[src/rtl/hdc_msg_sequencer.sv]
// Sequences one message through the HDC encode/classify datapath.
// A message is captured on a start handshake and streamed to the encoder one
// character at a time. Characters that complete an n-gram are flagged. The
// similarity compare is then triggered, and its label is returned on a
// valid/ready port.
module hdc_msg_sequencer #(
  parameter int MESSAGE_LENGTH = 200,
  parameter int CHAR_LENGTH    = 8,
  parameter int NGRAM          = 3,
  parameter int CMP_TIMEOUT    = 64
) (
  input  logic                                  clk,
  input  logic                                  reset,
  input  logic                                  start_valid,
  output logic                                  start_ready,
  input  logic [CHAR_LENGTH*MESSAGE_LENGTH-1:0] msg,
  input  logic [7:0]                            length,
  output logic                                  char_valid,
  input  logic                                  char_ready,
  output logic [CHAR_LENGTH-1:0]                char_data,
  output logic                                  ngram_en,
  output logic                                  acc_clear,
  output logic                                  cmp_start,
  input  logic                                  cmp_done,
  input  logic [1:0]                            cmp_result,
  output logic                                  result_valid,
  input  logic                                  result_ready,
  output logic [1:0]                            result,
  output logic                                  busy
);

  localparam int IDX_W = $clog2(MESSAGE_LENGTH);
  localparam int TO_W  = $clog2(CMP_TIMEOUT);

  typedef enum logic [2:0] {
    S_IDLE,
    S_CLEAR,
    S_STREAM,
    S_CMP,
    S_WAIT_CMP,
    S_DONE
  } state_t;

  state_t                                state_q, state_d;
  logic [CHAR_LENGTH*MESSAGE_LENGTH-1:0] msg_q, msg_d;
  logic [7:0]                            len_q, len_d;
  logic [IDX_W-1:0]                      idx_q, idx_d;
  logic [TO_W-1:0]                       to_q, to_d;
  logic [1:0]                            result_q, result_d;
  logic [7:0]                            len_eff;
  logic [CHAR_LENGTH-1:0]                cur_char;

  // Select the buffered character at the current stream index
  always_comb begin
    cur_char = '0;
    for (int i = 0; i < MESSAGE_LENGTH; i++) begin
      if (idx_q == IDX_W'(i)) cur_char = msg_q[i*CHAR_LENGTH +: CHAR_LENGTH];
    end
  end

  // Next-state logic and Moore outputs of the message sequencer
  always_comb begin
    state_d      = state_q;
    msg_d        = msg_q;
    len_d        = len_q;
    idx_d        = idx_q;
    to_d         = to_q;
    result_d     = result_q;
    start_ready  = 1'b0;
    char_valid   = 1'b0;
    char_data    = '0;
    ngram_en     = 1'b0;
    acc_clear    = 1'b0;
    cmp_start    = 1'b0;
    result_valid = 1'b0;
    result       = 2'b00;
    busy         = (state_q != S_IDLE);
    len_eff      = (int'(length) > MESSAGE_LENGTH) ? 8'(MESSAGE_LENGTH) : length;
    case (state_q)
      S_IDLE: begin
        start_ready = 1'b1;
        if (start_valid) begin
          msg_d   = msg;
          len_d   = len_eff;
          state_d = S_CLEAR;
        end
      end
      S_CLEAR: begin
        acc_clear = 1'b1;
        idx_d     = '0;
        if (int'(len_q) < NGRAM) begin
          result_d = 2'b11;
          state_d  = S_DONE;
        end else begin
          state_d = S_STREAM;
        end
      end
      S_STREAM: begin
        char_valid = 1'b1;
        char_data  = cur_char;
        ngram_en   = (int'(idx_q) >= NGRAM - 1);
        if (char_ready) begin
          if (int'(idx_q) == int'(len_q) - 1) state_d = S_CMP;
          else                                idx_d   = idx_q + IDX_W'(1);
        end
      end
      S_CMP: begin
        cmp_start = 1'b1;
        to_d      = '0;
        state_d   = S_WAIT_CMP;
      end
      S_WAIT_CMP: begin
        if (cmp_done) begin
          result_d = cmp_result;
          state_d  = S_DONE;
        end else if (int'(to_q) == CMP_TIMEOUT - 1) begin
          result_d = 2'b11;
          state_d  = S_DONE;
        end else begin
          to_d = to_q + TO_W'(1);
        end
      end
      S_DONE: begin
        result_valid = 1'b1;
        result       = result_q;
        if (result_ready) state_d = S_IDLE;
      end
      default: state_d = S_IDLE;
    endcase
  end

  // State and datapath registers with asynchronous active-low reset
  always_ff @(posedge clk or negedge reset) begin
    if (!reset) begin
      state_q  <= S_IDLE;
      msg_q    <= '0;
      len_q    <= '0;
      idx_q    <= '0;
      to_q     <= '0;
      result_q <= 2'b00;
    end else begin
      state_q  <= state_d;
      msg_q    <= msg_d;
      len_q    <= len_d;
      idx_q    <= idx_d;
      to_q     <= to_d;
      result_q <= result_d;
    end
  end

endmodule

[config.mk]
export PLATFORM = sky130hd
export DESIGN_NAME = hdc_msg_sequencer
export DESIGN_NICKNAME = d
export VERILOG_FILES = /design/src/rtl/hdc_msg_sequencer.sv
export SDC_FILE = /design/constraint.sdc
export NUM_CORES = 2
export LEC_CHECK = 0
export BUFFER_PORTS_ARGS = -buffer_cell sky130_fd_sc_hd__buf_2
export CAP_MARGIN = 30
export CORE_AREA = 2 2 630 632
export CTS_CLUSTER_DIAMETER = 30
export DETAILED_ROUTE_END_ITERATION = 10
export DIE_AREA = 0 0 632 634
export GPL_TIMING_DRIVEN = 1
export PLACE_DENSITY = 0.36
export SYNTH_ARGS = -nofsm -noshare
export SYNTH_HDL_FRONTEND = slang
export SYNTH_SLANG_ARGS = --single-unit
[constraint.sdc]
create_clock -name clk -period 8.35 [get_ports clk]
set_clock_uncertainty 0.15 [all_clocks]
set_input_delay 1.67 -clock clk [delete_from_list [all_inputs] [get_ports clk]]
set_output_delay 1.67 -clock clk [all_outputs]
set_load 0.1 [all_outputs]
==> run summary <==
* filler cell count: 42890
* sum of overflow across all layers after global routing: 0
* violations in the final reports: negative setup slack
* total of buffers placed on input and output ports: 1632
* clock root buffer master: clkbuf_16
* vias in the first global route: 94710
* Max Cap Viol: 0
* launch instance of the worst register-to-register path: state_q[2]$_DFFE_PN0P_
* detailed-route via count: 94050
* clock edge transition at the registers on the reported setup and hold paths: 40 ps
* worst r2r dst: msg_q[119]$_DFFE_PN0P_
* Avg Vias per Cell: 5.252
* worst path setup slack after routing: -145.1 ps
* category of the worst setup path launch point: register
* mean instance size in the synthesized netlist: 7.855 um^2
* result of the run: finished with violations
* crit path capture type: primary output
* Final Util: 29.38%
* required time of the worst setup path: 6530 ps
* TritonCTS clock tree: done
* area of the core: 0.3942 mm^2
* number of cell rows: 231
* effective utilization at floorplan: 20.81%
* DRC violations left: 0
* growth of design area from synthesis to finish: 41.15%
* number of search-and-repair iterations in the first detailed-routing pass: 8
* Max IR drop VDD: 0.2098 mV
* first-pass GRT wire length: 919.7 mm
* maximum number of pins on one net before global-route repair: 224
* path depth of the worst reg2reg path: 6
* Post-Route WL: 718.0 mm
* horizontal extent of the die: 632 um
* DRC violation total after the first TritonRoute iteration: 11520
* ANT nets after route: 0
* number of nets in the layout: 13810
* EDFF count, synth: 0
* Final Hold Violating Endpoints: 0
* critical path class: reg2out
* final worst path period share: 101.7%
* leading cell types in the layout, fill and taps excluded: nand2_1, buf_2, dfrtp_1
* CP max FO: 66
* largest cells by area after synthesis: dfrtp_1, nand2_1, a21oi_1, o21ai_0, clkbuf_1
* average wire per standard cell: 40.09 um
* routability-driven placement congestion ratio: 0.9805
* r2r setup slk: 4320 ps
* hpwl dp: 566.9 mm
* WHS Path Cells: 2
* Die Area: 0.4007 mm^2
* Final min period: 8495 ps
* most instantiated flip-flop cell in the synthesis netlist: dfrtp_1
* CTS Hold Buffers Added: 0
* count of clock tree sinks: 1627
* number of nets produced by synthesis: 12070
* Synth Register Bits: 1627
* total non-filler cell area in the finished layout: 0.1158 mm^2
* warnings from Yosys: 0
* post-synthesis cell count: 10450
* cell area after synthesis: 0.08205 mm^2
* multi-input combinational cell area: 0.03858 mm^2
* sum of negative setup slack: -264.1 ps
* number of H-tree levels: 6
* path class of the lowest-slack min-delay path: reg2reg
* fraction of registers with async set/reset: 100.0%
* Arrival @ worst endpoint: 6680 ps
* overall routing resource usage: 34.50%
* cell taking the most area after synthesis: dfrtp_1
* origin of the worst min-delay path: msg_q[1459]$_DFFE_PN0P_
* share of the synthesized area in the top cell type: 49.62%
* initial antenna violation count: 127
* vertical extent of the die: 634 um
* Bufs on Longest Clock Path: 4
* proportion of layout cells with a drive suffix above 1: 24.09%
* start point of the critical path: idx_q[1]$_DFFE_PN0P_
* Leakage: 0.05740 uW
* Final Slew Violations: 0
* critical path capture point: char_data[7]
* number of clock buffers inserted by TritonCTS: 520
* power density of the placed cells: 440.6 mW/mm^2
* number of different library cells in the post-synthesis netlist: 111
* maximum operating frequency: 117.7 MHz
* worst slack on hold paths: 320.1 ps
* setup repair after global routing missed its margin: no
* headroom to the max-slew limit: 17.72%
* Final setup violation count: 3
* fraction of the yosys area taken by sequential cells: 49.62%
* clock latency reported for the late side of the worst-skew pair: 990 ps
* Placement Cell Area: 0.09731 mm^2
* sequential standard cell area: 0.04074 mm^2
* number of top-level pins: 1633
* worst slew pin tran: 1234 ps
* most common cell after layout, fill and taps aside: nand2_1
metal layers:
metal / GRT usage (%) / up-vias / part of all wire (%)
met5: 0 / - / 0.029
met4: 25.61 / 32 / 8.7
met3: 7.008 / 1640 / 7.2
met2: 56.98 / 5717 / 47
met1: 39.52 / 47790 / 37
li1: - / 38870 / -
registers in the layout (all words and copies together), names as in the netlist:
register	count
to_q	6
msg_q	1600
len_q	8
result_q	2
idx_q	8
state_q	3
through the flow:
step                      power, uW  std cells  setup WS, ps
after floorplan               20500      10450          1928
after CTS                     50740      17820        -6.249
final                         51030      17910        -145.1
after global placement        30520      16860        -363.9
after global routing          52500      17880         37.24
after detailed placement      30500      16870        -44.71
synth_stat cells, types with 11 or more instances:
cell type  number
a22oi_1       113
nor3_1        105
a31oi_1        75
nor2b_1        39
clkbuf_1      476
a21o_1         14
o211ai_1       63
and3_1         25
o31a_1         11
o21ai_1        13
buf_6          20
a221o_1        34
o31ai_1        39
o221ai_1       79
a2111oi_0      31
nand2_1      5065
o21ai_0       405
o2111ai_1      31
a22o_1         36
buf_1          39
buf_4          32
nor2_1        331
o22ai_1       201
inv_1          66
a21oi_1       413
nor4_1         33
dfrtp_1      1627
a32oi_1        14
o21a_1         20
and2_1         18
a211oi_1       68
nand3_1       120
nand2b_1       36
nand3b_1       20
o32ai_1        12
or4_1          12
o22a_1         14
a211o_1        27
a221oi_1      116
buf_2         203
nand4_1        37
or3_1          29
critical path, stage by stage (launching register included):
cell       delay, ps
dfrtp_1          490
inv_1            280
ha_4             340
buf_12           320
clkinv_4         380
buf_4            360
o22ai_1          200
a21oi_1          100
o211ai_1         370
a21oi_1           80
o21ai_0          220
nand4_1          610
a2111oi_4        940
o2111ai_2        380
buf_4            270
buf_12           160
worst min-delay path by stage:
stage	to
6_report	msg_q[1459]$_DFFE_PN0P_
2_1_floorplan	msg_q[54]$_DFFE_PN0P_
4_1_cts	msg_q[624]$_DFFE_PN0P_
3_5_place_dp	msg_q[624]$_DFFE_PN0P_
3_3_place_gp	msg_q[1001]$_DFFE_PN0P_
5_1_grt	msg_q[918]$_DFFE_PN0P_
power by group:
| group | switching (uW) | total [uW] | internal (uW) |
|---|---|---|---|
| Clock | 6090 | 19900 | 13800 |
| Combinational | 9820 | 13700 | 3850 |
| Sequential | 5880 | 17500 | 11600 |
layout make-up:
type	count	area share (%)
Sequential cell	1627	35.17
Multi-Input combinational cell	7981	33.31
Clock buffer	744	13.12
Timing Repair Buffer	1985	10.01
Tap cell	5242	5.663
Clock inverter	182	2.316
Inverter	67	0.2280
Antenna cell	81	0.1750
logic make-up after synthesis:
family	Yosys count	share of synthesized area, %
simple gates	5989	29.49
compound gates	1952	15.94
flops	1627	49.62
buf+inv	839	4.480
xor+xnor	16	0.1708
mux	15	0.1921
fa+ha+maj	7	0.1067
repair_timing:
item,CTS,global route
pin swaps,3,3
gates resized for setup,28,4
endpoints found under the hold margin,0,0
setup endpoints to repair,7,6
gates cloned,2,0
buffers inserted,13,9
(Power assumes the default switching activity.)
